===== src/rtl/spi_master_ctrl.sv =====
// Mode-0 (CPOL=0, CPHA=0) MSB-first SPI master with programmable SS lead, trail and gap timing.
// Every output comes straight from a flop; MISO passes through a 2-flop synchroniser.
module spi_master_ctrl #(
    parameter int DATA_W   = 8,
    parameter int HALF_DIV = 4,
    parameter int SS_LEAD  = 4,
    parameter int SS_TRAIL = 4,
    parameter int SS_GAP   = 4
) (
    input  logic              clk_i,
    input  logic              reset_ni,
    input  logic [DATA_W-1:0] tx_data_i,
    input  logic              tx_valid_i,
    output logic              tx_ready_o,
    output logic [DATA_W-1:0] rx_data_o,
    output logic              rx_valid_o,
    output logic              busy_o,
    output logic              SCK,
    output logic              MOSI,
    output logic              SS,
    input  logic              MISO
);
    // state | meaning
    // IDLE  | ready for a word, SS high
    // LEAD  | SS low, SCK low, MSB on MOSI, waiting SS_LEAD cycles
    // SHIFT | DATA_W bits of HALF_DIV low + HALF_DIV high SCK
    // TRAIL | SS still low after the last fall, SS_TRAIL cycles
    // GAP   | SS high, word delivered, SS_GAP cycles before IDLE
    typedef enum logic [2:0] {
        S_IDLE,
        S_LEAD,
        S_SHIFT,
        S_TRAIL,
        S_GAP
    } state_t;

    localparam int CNT_W = 16;
    localparam int BIT_W = (DATA_W > 1) ? $clog2(DATA_W) : 1;
    localparam logic [CNT_W-1:0] C_LEAD  = CNT_W'(SS_LEAD - 1);
    localparam logic [CNT_W-1:0] C_HALF  = CNT_W'(HALF_DIV - 1);
    localparam logic [CNT_W-1:0] C_TRAIL = CNT_W'(SS_TRAIL - 1);
    localparam logic [CNT_W-1:0] C_GAP   = CNT_W'(SS_GAP - 1);
    localparam logic [BIT_W-1:0] C_LAST  = BIT_W'(DATA_W - 1);

    state_t              r_state, w_state_nxt;
    logic [CNT_W-1:0]    r_div, w_div_nxt;
    logic [BIT_W-1:0]    r_bit, w_bit_nxt;
    logic [DATA_W-1:0]   r_tx_sr, w_tx_sr_nxt;
    logic [DATA_W-1:0]   r_rx_sr, w_rx_sr_nxt;
    logic [DATA_W-1:0]   r_rx_data, w_rx_data_nxt;
    logic                r_rx_valid, w_rx_valid_nxt;
    logic                r_busy, w_busy_nxt;
    logic                r_tx_ready, w_tx_ready_nxt;
    logic                r_sck, w_sck_nxt;
    logic                r_ss, w_ss_nxt;
    logic                r_miso_meta, r_miso_sync;

    always_ff @(posedge clk_i or negedge reset_ni) begin
        if (!reset_ni) begin
            r_state     <= S_IDLE;
            r_div       <= '0;
            r_bit       <= '0;
            r_tx_sr     <= '0;
            r_rx_sr     <= '0;
            r_rx_data   <= '0;
            r_rx_valid  <= 1'b0;
            r_busy      <= 1'b0;
            r_tx_ready  <= 1'b1;
            r_sck       <= 1'b0;
            r_ss        <= 1'b1;
            r_miso_meta <= 1'b0;
            r_miso_sync <= 1'b0;
        end else begin
            r_state     <= w_state_nxt;
            r_div       <= w_div_nxt;
            r_bit       <= w_bit_nxt;
            r_tx_sr     <= w_tx_sr_nxt;
            r_rx_sr     <= w_rx_sr_nxt;
            r_rx_data   <= w_rx_data_nxt;
            r_rx_valid  <= w_rx_valid_nxt;
            r_busy      <= w_busy_nxt;
            r_tx_ready  <= w_tx_ready_nxt;
            r_sck       <= w_sck_nxt;
            r_ss        <= w_ss_nxt;
            r_miso_meta <= MISO;
            r_miso_sync <= r_miso_meta;
        end
    end

    always_comb begin
        w_state_nxt    = r_state;
        w_div_nxt      = r_div;
        w_bit_nxt      = r_bit;
        w_tx_sr_nxt    = r_tx_sr;
        w_rx_sr_nxt    = r_rx_sr;
        w_rx_data_nxt  = r_rx_data;
        w_rx_valid_nxt = 1'b0;
        w_busy_nxt     = r_busy;
        w_tx_ready_nxt = r_tx_ready;
        w_sck_nxt      = r_sck;
        w_ss_nxt       = r_ss;
        case (r_state)
            S_IDLE: begin
                if (tx_valid_i && r_tx_ready) begin
                    w_state_nxt    = S_LEAD;
                    w_div_nxt      = C_LEAD;
                    w_bit_nxt      = '0;
                    w_tx_sr_nxt    = tx_data_i;
                    w_ss_nxt       = 1'b0;
                    w_busy_nxt     = 1'b1;
                    w_tx_ready_nxt = 1'b0;
                end
            end
            S_LEAD: begin
                if (r_div == '0) begin
                    w_state_nxt = S_SHIFT;
                    w_div_nxt   = C_HALF;
                end else begin
                    w_div_nxt = r_div - CNT_W'(1);
                end
            end
            S_SHIFT: begin
                if (r_div == '0) begin
                    w_div_nxt = C_HALF;
                    w_sck_nxt = ~r_sck;
                    // Falling edge: capture MISO late in the high phase, then present the next bit.
                    if (r_sck) begin
                        w_rx_sr_nxt = {r_rx_sr[DATA_W-2:0], r_miso_sync};
                        if (r_bit == C_LAST) begin
                            w_state_nxt = S_TRAIL;
                            w_div_nxt   = C_TRAIL;
                        end else begin
                            w_tx_sr_nxt = {r_tx_sr[DATA_W-2:0], 1'b0};
                            w_bit_nxt   = r_bit + BIT_W'(1);
                        end
                    end
                end else begin
                    w_div_nxt = r_div - CNT_W'(1);
                end
            end
            S_TRAIL: begin
                if (r_div == '0) begin
                    w_state_nxt    = S_GAP;
                    w_div_nxt      = C_GAP;
                    w_ss_nxt       = 1'b1;
                    w_rx_data_nxt  = r_rx_sr;
                    w_rx_valid_nxt = 1'b1;
                end else begin
                    w_div_nxt = r_div - CNT_W'(1);
                end
            end
            S_GAP: begin
                if (r_div == '0) begin
                    w_state_nxt    = S_IDLE;
                    w_busy_nxt     = 1'b0;
                    w_tx_ready_nxt = 1'b1;
                end else begin
                    w_div_nxt = r_div - CNT_W'(1);
                end
            end
            default: begin
                w_state_nxt    = S_IDLE;
                w_ss_nxt       = 1'b1;
                w_sck_nxt      = 1'b0;
                w_busy_nxt     = 1'b0;
                w_tx_ready_nxt = 1'b1;
            end
        endcase
    end

    assign tx_ready_o = r_tx_ready;
    assign rx_data_o  = r_rx_data;
    assign rx_valid_o = r_rx_valid;
    assign busy_o     = r_busy;
    assign SCK        = r_sck;
    assign MOSI       = r_tx_sr[DATA_W-1];
    assign SS         = r_ss;

endmodule


===== config.mk =====
export PLATFORM = sky130hd
export DESIGN_NAME = spi_master_ctrl
export DESIGN_NICKNAME = d
export VERILOG_FILES = /design/src/rtl/spi_master_ctrl.sv
export SDC_FILE = /design/constraint.sdc
export NUM_CORES = 1
export LEC_CHECK = 0
export CAP_MARGIN = 20
export CORE_ASPECT_RATIO = 1.4
export CORE_UTILIZATION = 49
export DETAILED_ROUTE_END_ITERATION = 8
export HOLD_SLACK_MARGIN = 0.15
export PLACE_DENSITY = 0.67
export SYNTH_ARGS = -nofsm -noshare
export SYNTH_HDL_FRONTEND = slang
export SYNTH_SLANG_ARGS = --single-unit

===== constraint.sdc =====
create_clock -name clk_i -period 6.2 [get_ports clk_i]
set_input_delay 1.24 -clock clk_i [delete_from_list [all_inputs] [get_ports clk_i]]
set_output_delay 1.24 -clock clk_i [all_outputs]
set_load 0.02 [all_outputs]

* Word level (Yosys, flattened, before mapping)
Index checks and enable logic that the tools add are counted.
** Word-level totals
- Register bits :: 53
- Input bits :: 12
- Output and inout bits :: 14
- Logic and storage cells :: 82
** Operators by class
- Add/subtract/negate cells :: 2
- Equal/unequal tests :: 14
- Muxes and demuxes :: 33
- Bitwise gates (word level) :: 4
- Reduce and logical (&&, ||, !) cells :: 16
** Operators with widths (number)
- $mux 16 :: 3
- $pmux 16 s3 :: 1
- $mux 3 :: 11
- $mux 8 :: 4
- $ne 2x2->1 const B :: 9
- $logic_not 16->1 :: 1
- $pmux 8 s2 :: 1
- $sub 16x1->16 const B :: 1
- $pmux 3 s5 :: 1
- $reduce_and 3->1 :: 4
- $pmux 1 s3 :: 3
- $mux 1 :: 7
- $reduce_and 7->1 :: 1
- $eq 3x2->1 const B :: 2
- $eq 3x3->1 const B :: 2
- $pmux 3 s2 :: 1
- $reduce_or 3->1 :: 2
- $reduce_and 5->1 :: 1
- $not 1->1 :: 4
- $reduce_and 2->1 :: 2
- $reduce_or 4->1 :: 1
- $add 3x1->3 const B :: 1
- $eq 3x1->1 const B :: 1
- $logic_not 3->1 :: 1
- other kinds (4) :: 4

* Longest topological paths before layout
Gate-level depths: netlist of the first run.
- Depth in word-level cells :: 5
- Mapped depth :: 8
- Gate-level depth less buffers :: 7

* Least setup slack after synthesis of the first run
Ideal clock, no wire load.
- Path kind :: input to register
- From :: input port tx_valid_i
- To :: register r_div[8]
- Setup time :: 0.136 ns
- Arrival :: 2.273 ns
- Path slack :: 3.791 ns
- Stages on the path :: 5
- Cell sequence :: a211o_1 > nand3_1 > a2bb2oi_1 > or4_1 > a21oi_1
** On the way
- Word-level cells in the longest chain between the ends :: 3
** Ends and longest elaborated chain
- start, declared :: RTL line 13 : input logic tx_valid_i,
- $logic_and 1x1->1 :: RTL line 104 : if (tx_valid_i && r_tx_ready) begin
- $ne 2x2->1 (no line)
- $reduce_and 3->1 (no line)
- end signal, assigned :: RTL line 75 : r_div <= w_div_nxt;
- end, declared :: RTL line 46 : logic [CNT_W-1:0] r_div, w_div_nxt;
No other way between the ends.
A chain may end at the register's enable or synchronous reset.

* Final worst setup path of the first run
Same ends and word-level chain as after synthesis.

==> results of run 1 <==
-- synth_stat cells, types with 3 or more instances --
cell / number
dfrtp_1: 51
mux2_2: 17
a21oi_1: 16
nand2_1: 14
o21ai_0: 14
nor2_1: 12
or3_1: 9
a221o_1: 7
and2_1: 7
nand3_1: 7
or4_1: 6
inv_1: 5
buf_2: 4
clkbuf_1: 4
ha_1: 4
a22o_1: 3
and4_1: 3
nand4_1: 3
nor3_1: 3
o211ai_1: 3
-- area by class of cell --
class,count,area share
inverter,6,0.00767
tap,64,0.0273
timing repair buffer,26,0.0861
multi-input combinational,164,0.395
sequential,53,0.452
clock inverter,3,0.00852
clock buffer,5,0.0234
-- cells in the final DEF, fill, tap and decap left out, types with 2 or more instances in the layout --
master	n
o211ai_1	3
and3_1	2
a22o_1	3
a21oi_1	16
nor4_2	2
o21ai_0	14
o21a_1	2
or4_1	6
dfrtp_1	51
a2bb2oi_1	2
and2_1	7
nand4_1	3
xor2_1	2
mux2_2	17
or3_1	9
o31ai_1	2
a221o_1	7
nor3_1	3
nor2_1	12
ha_1	4
or3_2	2
inv_1	5
clkdlybuf4s50_1	24
nor3b_1	2
clkbuf_8	5
nand3_1	7
dfstp_2	2
nand2_1	14
and4_1	3
-- registers in the layout (all words and copies together) (netlist names), 3 cells and up --
signal / count
r_rx_sr: 8
r_bit: 3
r_tx_sr: 8
r_state: 3
rx_data_o: 8
r_div: 16
-- per-stage QoR --
step | instances | utilization
finish | 321 | 0.597
global route | 321 | 0.597
CTS | 321 | 0.597
detailed placement | 313 | 0.578
global placement | 313 | 0.578
floorplan | 231 | -
-- worst max-delay path by stage --
stage          startpoint        end  slack (ps)  cells after the start
3_5_place_dp   tx_valid_i   r_div[8]        3030                      6
5_1_grt        tx_valid_i  r_div[14]        3230                      6
6_report       tx_valid_i   r_div[8]        3340                      6
2_1_floorplan  tx_valid_i   r_div[8]        3790                      5
4_1_cts        tx_valid_i   r_div[8]        3360                      6
3_3_place_gp   tx_valid_i   r_div[8]        3120                      6
-- power by group through the flow --
stage          clock network (uW)  registers [uW]  logic [uW]
2_1_floorplan                   0             353       0.176
3_3_place_gp                    0             353        14.3
3_5_place_dp                    0             353        14.5
4_1_cts                       208             346        14.3
5_1_grt                       221             346        15.6
6_report                      200             346        13.6
-- cell families (layout without fill, tap and decap cells) --
group           Yosys count  after routing
mux                      18             18
flops                    53             53
buf+inv                  14             40
fa+ha+maj                 4              4
compound gates           58             58
simple gates             81             81
xor+xnor                  3              3
-- routing by layer --
layer / GRT usage / share of wire
met5: 0 / 0
met4: 0.0698 / 0.0051
met3: 0.0301 / 0.033
met2: 0.329 / 0.51
met1: 0.257 / 0.45
-- worst max-delay path, cell delays in order --
cell and delay (ps):
clkdlybuf4s50_1 470, a211o_1 390, nand3_1 110, a2bb2oi_1 550
or4_1 200, a21oi_1 70
==> results.py, run 1 <==
metrics = {
    "outcome": {
        "status": "complete, no violations",
    },
    "layout": {
        "antenna_cells": 0,
        "fill_cells": 438,
        "layout.nets": 272,
        "area_growth_syn_to_layout_pct": 15.4,
        "seqCellArea_sq_mm": 0.00133,
        "drive_gt1_frac": 0.144,
        "multi_input_area_sq_mm": 0.00116,
        "postLayoutCellArea_sq_mm": 0.00294,
    },
    "global_route": {
        "track_usage": 0.196,
        "antenna_found_initial": 0,
        "grt_start_max_net_pins": 54,
        "grt_pass1_vias": 1774,
        "grt_first_pass_wirelength_microns": 8340,
        "grt.overflow.total": 0,
    },
    "synthesis": {
        "yosys.area.top_type": "dfrtp_1",
        "syn_avg_cell_area_sq_um": 11.0,
        "synth_area_leaders": "dfrtp_1 (50%), mux2_2 (7.5%), a21oi_1 (3.1%), a221o_1 (2.8%), o21ai_0 (2.8%)",
        "synth-simple-area-share": 0.192,
        "synth_compound_area_frac": 0.154,
        "syn_inst": 231,
        "yosys_warnings": 0,
        "synth_enable_flop_cells": 0,
        "ys_async_sr_fraction": 1.00,
        "synthXorXnorAreaFrac": 0.0103,
        "synth_top_family_by_area": "simple AND/OR/NAND/NOR gates",
        "muxShareOfSynthArea": 0.0792,
        "syn-cell-area_sq_mm": 0.00254,
        "synthAdderAreaFrac": 0.0197,
        "synth_nets": 247,
        "synth.ff_latch_count": 53,
        "netlist.area_leader.share": 0.501,
        "yosysUniqueCellTypes": 50,
        "synth-main-ff-cell": "dfrtp_1",
        "yosysSeqAreaShare": 0.522,
    },
    "detailed_routing": {
        "via_per_inst": 5.98,
        "drtIter0Drc": 131,
        "dr.pass1.iters": 4,
        "route.detailed.drc": 0,
        "wl_microns": 4920,
        "vias": 1919,
        "wire_per_inst_microns": 15.3,
        "antenna_left": 0,
    },
    "clocking": {
        "cts_buffer_depth": 2,
        "clk_pin_slew_worst_paths_ps": 100,
        "cts_tree": "built",
        "post_cts_buffers": 0,
        "h-tree-depth": 2,
        "clock_sinks": 53,
        "holdBufCountCts": 0,
        "cts.repair.resized": 0,
        "insertion_delay_ps": 300,
        "cts-root-buf": "clkbuf_8",
        "cts_buffers": 5,
    },
    "power": {
        "p_comb_frac": 0.024,
        "p_per_area_mw_per_mm2": 191,
        "p_int_uw": 434,
        "p_leak_uw": 0.00125,
        "seq_power_share": 0.619,
        "swShare": 0.224,
        "totalPowerFinal_uw": 559,
        "clkPwrFrac": 0.357,
        "ir_drop_mv": 0.138,
        "p_switching_uw": 125,
    },
    "timing": {
        "rsz0062_at_grt": "no",
        "setup_violations": 0,
        "final-max-slew-violation-count": 0,
        "tns_ps": 0,
        "max_clock_freq_ghz": 0.349,
        "timing.final.ws_setup_ps": 3340,
        "holdWs_ps": 366,
        "slew-limit-headroom": 0.564,
        "fin_crit_sh": 0.462,
        "worstMarginPinSlew_ps": 655,
        "period_needed_ps": 2860,
        "clock_skew_ps": 6.72,
        "hold_viol": 0,
    },
    "critical_path": {
        "cp.required_ps": 6370,
        "cp_max_fo": 9,
        "worst_r2r_endpoint": "r_tx_sr[2]",
        "critical_path_class": "in -> reg",
        "start_kind": "primary input",
        "rr_worst_depth": 5,
        "critPathArrivalTime_ps": 3040,
        "rrSetupSlack_ps": 3720,
        "reg2reg_from": "r_div[3]",
        "end_kind": "flip-flop",
    },
    "place": {
        "port_buffers": 25,
        "gp_congestion": 0.821,
        "hpwlAfterDp_microns": 3380,
        "pre_cts_ws_ps": 3030,
        "place_area_sq_mm": 0.00284,
    },
    "worst_hold_path": {
        "whs_endpoint": "r_miso_sync",
        "hold_depth": 0,
        "min_from": "r_miso_meta",
        "hold_class": "reg -> reg",
    },
    "die": {
        "start_util": 0.518,
        "die_h_microns": 87.3,
        "die_w_microns": 62.9,
        "ios": 26,
        "core-area_sq_mm": 0.00492,
        "die-area_sq_mm": 0.00549,
        "rows": 30,
    },
    "run": {
        "cap_violations": 0,
    },
}
No activity file was read; power rests on OpenSTA's default activity.
==> run 2: changes to the inputs <==
==> constraint.sdc (replaced) <==
create_clock -name clk_i -period 3 [get_ports clk_i]
set_input_delay 0.6 -clock clk_i [delete_from_list [all_inputs] [get_ports clk_i]]
set_output_delay 0.6 -clock clk_i [all_outputs]
set_load 0.02 [all_outputs]
==> run 2 against run 1 <==
  * Hold slack worse by 92 ps
  * Largest cell class unchanged
  * Combinational power is 120% higher
  * Highest routed layer unchanged
  * Sequential power grew 110%
  * Non-clock buffer count up 3
  * Utilization rose by 0.53 points
==> results.py, run 2 (same netlist as run 1, synthesis figures left out) <==
metrics = {
    "layout": {
        "drive_gt1_frac": 0.154,
        "stdcell_count": 324,
        "fill_cells": 419,
        "multi_input_area_sq_mm": 0.00116,
        "antenna_cells": 0,
        "layout.nets": 275,
        "regMostFlops": "r_div",
        "fin_util": 0.603,
        "final_common_cell": "dfrtp_1",
        "postLayoutCellArea_sq_mm": 0.00296,
        "layout_common_cells": "dfrtp_1 (51), clkdlybuf4s50_1 (24), mux2_2 (17)",
        "area_growth_syn_to_layout_pct": 16.4,
        "largest_reg_flops": 16,
        "seqCellArea_sq_mm": 0.00133,
    },
    "critical_path": {
        "reg2reg_from": "r_div[3]",
        "cp.required_ps": 3250,
        "critPathArrivalTime_ps": 2650,
        "crit_start": "r_div[3]",
        "start_kind": "flip-flop",
        "cp_max_fo": 11,
        "rr_worst_depth": 5,
        "end_kind": "flip-flop",
        "critical_path_class": "reg -> reg",
    },
    "place": {
        "place_area_sq_mm": 0.00287,
        "port_buffers": 25,
        "place_inst": 316,
        "hpwlAfterDp_microns": 3460,
        "gp_congestion": 0.837,
    },
    "timing": {
        "fin_crit_sh": 0.801,
        "rsz0062_at_grt": "no",
        "tns_ps": 0,
        "period_needed_ps": 2400,
        "slew-limit-headroom": 0.584,
        "hold_viol": 0,
        "setup_violations": 0,
        "final-max-slew-violation-count": 0,
        "max_clock_freq_ghz": 0.416,
        "worstMarginPinSlew_ps": 621,
        "clock_skew_ps": 13.1,
    },
    "die": {
        "die_w_microns": 62.9,
        "core-area_sq_mm": 0.00492,
        "start_util": 0.518,
        "rows": 30,
        "die_h_microns": 87.3,
        "ios": 26,
        "die-area_sq_mm": 0.00549,
    },
    "detailed_routing": {
        "vias": 1912,
        "wl_met2_microns": 2420,
        "drtIter0Drc": 113,
        "routedLengthMet1_microns": 2310,
        "wl_microns": 4920,
        "via_per_inst": 5.90,
        "dr.pass1.iters": 4,
        "wire_per_inst_microns": 15.2,
        "top_layer": "met4",
        "route.detailed.drc": 0,
        "wl_met3_microns": 156,
        "antenna_left": 0,
    },
    "clocking": {
        "clk_pin_slew_worst_paths_ps": 110,
        "post_cts_buffers": 0,
        "cts.repair.resized": 0,
        "cts-root-buf": "clkbuf_8",
        "clock_sinks": 53,
        "cts_buffers": 5,
        "h-tree-depth": 2,
        "cts_buffer_depth": 2,
        "holdBufCountCts": 0,
        "insertion_delay_ps": 310,
        "cts_tree": "built",
    },
    "power": {
        "p_per_area_mw_per_mm2": 394,
        "ir_drop_mv": 0.236,
        "p_leak_uw": 0.00127,
    },
    "worst_hold_path": {
        "hold_class": "in -> async",
    },
    "global_route": {
        "grt_first_pass_wirelength_microns": 8510,
        "grt.overflow.total": 0,
        "track_usage": 0.198,
        "grt_start_max_net_pins": 30,
        "antenna_found_initial": 0,
        "grt_pass1_vias": 1822,
    },
    "run": {
        "cap_violations": 0,
    },
    "outcome": {
        "status": "complete, no violations",
    },
}
## run 2: worst max-delay path, stage by stage, from the launching register on
cell	delay, ps
dfrtp_1	470
nor4_2	530
and4_1	570
nand4_4	270
nor2_4	300
mux2_2	200
## run 2: path summary, 6_finish.rpt
kind / slack [ps] / end
setup / recovery: 600 / r_bit[0]
hold / removal: 270 / r_div[12]
setup reg to reg: 600 / r_bit[0]
hold reg to reg: 360 / r_miso_sync
max in group asynchronous: 2400 / SS
min in group clk_i: 360 / r_miso_sync
## run 2: cell type report
type / instances / share of cell area
clock buffer: 5 / 0.0232
clock inverter: 3 / 0.00971
inverter: 6 / 0.00760
multi-input combinational: 164 / 0.391
sequential: 53 / 0.448
tap: 64 / 0.0270
timing repair buffer: 29 / 0.0929
## run 2: metrics by stage
step,total power [uW],setup slack (ps),hold WS (ps)
6_report,1170,597,274
5_1_grt,1220,427,289
4_1_cts,1190,596,274
3_5_place_dp,761,521,340
3_3_place_gp,760,545,337
2_1_floorplan,730,996,304
## run 2: where the power goes
part	internal, uW	switching (uW)	leakage, uW
combinational	13.6	15.8	0.000540
clock	175	248	0.0000506
sequential	715	0.438	0.000677
## run 2: per-layer routing
metal | track usage | vias to the layer above
met3 | 0.0432 | 2
li1 | - | 926
met4 | 0.0825 | 0
met1 | 0.254 | 949
met2 | 0.324 | 35
met5 | 0 | -
==> run 3: changes to the inputs <==
==> constraint.sdc (replaced) <==
create_clock -name clk_i -period 2.4 [get_ports clk_i]
set_input_delay 0.48 -clock clk_i [delete_from_list [all_inputs] [get_ports clk_i]]
set_output_delay 0.48 -clock clk_i [all_outputs]
set_load 0.02 [all_outputs]
==> run 3 against run 2 <==
  * Utilization grew 1.4 points
  * Cell area up 2.3%
  * Clock power grew 24%
  * Largest cell class unchanged
  * First-iteration DRC count fell by 30%
  * Sequential share of layout area shrank 1.0 points
  * Flip-flop and latch count is the same
  * Highest routed layer unchanged
  * Total power rose by 24%
  * Non-clock buffer count is 9 higher
  * Combinational power is 24% higher
  * Clock skew fell by 3.8 ps
==> results.py, run 3 (same netlist as run 1, synthesis figures left out) <==
metrics = {
    "critical_path": {
        "crit_slowest_cell": "dfrtp_1",
        "critical_path_class": "reg -> reg",
        "critPathArrivalTime_ps": 2460,
        "cp.required_ps": 2640,
        "rr_worst_depth": 8,
        "cp_cell_sequence": "inv_1, ha_1, nor3b_1, and4_1, buf_4, o31a_1, or3_1, a21oi_1",
        "worst_r2r_endpoint": "r_div[4]",
        "cp_top_family": "simple AND/OR/NAND/NOR gates",
        "start_kind": "flip-flop",
        "cp_max_fo": 7,
        "slowest_delay_ps": 450,
        "rrSetupSlack_ps": 180,
        "end_kind": "flip-flop",
        "reg2reg_from": "r_div[1]",
        "path_buf_inv": 2,
    },
    "global_route": {
        "grt_util_met1": 0.253,
        "grt_pass1_vias": 1836,
        "grt_start_max_net_pins": 40,
        "top_usage_layer": "met2",
        "met3_usage": 0.0406,
        "track_usage": 0.202,
        "grt.overflow.total": 0,
        "antenna_found_initial": 0,
        "met2_usage": 0.344,
        "grt_first_pass_wirelength_microns": 8620,
    },
    "timing": {
        "holdWs_ps": 259,
        "final-max-slew-violation-count": 0,
        "hold_viol": 0,
        "slew-limit-headroom": 0.427,
        "period_needed_ps": 2220,
        "tns_ps": 0,
        "max_clock_freq_ghz": 0.450,
        "setup_violations": 0,
        "worstMarginPinSlew_ps": 859,
        "clock_skew_ps": 9.36,
        "fin_crit_sh": 0.926,
        "rsz0062_at_grt": "no",
    },
    "outcome": {
        "status": "complete, no violations",
    },
    "die": {
        "die-area_sq_mm": 0.00549,
        "die_h_microns": 87.3,
        "rows": 30,
        "core-area_sq_mm": 0.00492,
        "die_w_microns": 62.9,
        "start_util": 0.518,
        "ios": 26,
    },
    "place": {
        "gp_congestion": 0.819,
        "hpwlAfterDp_microns": 3560,
        "port_buffers": 25,
    },
    "power": {
        "p_per_area_mw_per_mm2": 480,
        "totalPowerFinal_uw": 1450,
        "p_leak_uw": 0.00131,
        "ir_drop_mv": 0.382,
    },
    "detailed_routing": {
        "drtIter0Drc": 79,
        "vias": 1933,
        "via_per_inst": 5.80,
        "route.detailed.drc": 0,
        "wire_per_inst_microns": 15.3,
        "dr.pass1.iters": 4,
        "wl_microns": 5080,
        "antenna_left": 0,
    },
    "clocking": {
        "post_cts_buffers": 0,
        "clk_pin_slew_worst_paths_ps": 100,
        "holdBufCountCts": 0,
        "cts_tree": "built",
        "cts-root-buf": "clkbuf_8",
        "insertion_delay_ps": 310,
        "cts.repair.resized": 0,
        "h-tree-depth": 2,
        "cts_buffer_depth": 2,
        "clock_sinks": 53,
        "cts_buffers": 5,
    },
    "layout": {
        "regMostFlops": "r_div",
        "layout_common_cells": "dfrtp_1 (51), clkdlybuf4s50_1 (24), mux2_2 (17)",
        "area_growth_syn_to_layout_pct": 19.1,
        "layout.nets": 284,
        "largest_reg_flops": 16,
        "drive_gt1_frac": 0.186,
        "antenna_cells": 0,
        "fin_util": 0.617,
        "final_common_cell": "dfrtp_1",
    },
    "worst_hold_path": {
        "hold_class": "in -> async",
    },
    "run": {
        "cap_violations": 0,
    },
}
run 3: changes by cell type in the layout (fill, tap and decap cells not counted), sizes merged:
cell / before / now
buf: 5 / 14
clkinvlp: 0 / 1
inv: 7 / 6
run 3: routing by layer:
layer	wire (microns)	share of wire
met4	72	0.014
met3	134	0.026
met2	2560	0.50
met5	0	0
met1	2310	0.46
run 3: worst max-delay path by stage:
stage               startpoint          to  slack [ps]  cells past startpoint
finish                r_div[1]    r_div[4]         180                      8
global route          r_div[1]   r_div[15]          20                      8
floorplan             r_div[7]   r_div[13]         400                      5
CTS                   r_div[1]  r_tx_sr[6]         110                      7
detailed placement    r_div[1]  r_tx_sr[6]         130                      7
global placement    tx_valid_i    r_div[8]         170                      7
run 3: through the flow:
stage | area (sq um) | worst slack [ps] | cells
6_report | 3030 | 177 | 333
3_3_place_gp | 2930 | 174 | 325
2_1_floorplan | 2540 | 396 | 231
3_5_place_dp | 2930 | 134 | 325
4_1_cts | 3030 | 110 | 333
5_1_grt | 3030 | 18.7 | 333
run 3: worst reg2reg max path, stage by stage (launching register included):
cell,delay [ps]
dfrtp_1,450
inv_1,90
ha_1,200
nor3b_1,160
and4_1,290
buf_4,200
o31a_1,260
or3_1,350
a21oi_1,140
run 3: power breakdown:
part,switching (uW),internal (uW)
clock,312,211
combinational,19.6,16.9
sequential,0.410,894
total,332,1120
run 3: layout make-up:
cell class                      count  area (sq um)
Clock buffer                        5          68.8
Clock inverter                      3          25.0
Fill cell                         428          1890
Inverter                            6          22.5
Multi-Input combinational cell    164          1160
Sequential cell                    53          1330
Tap cell                           64          80.1
Timing Repair Buffer               38           343
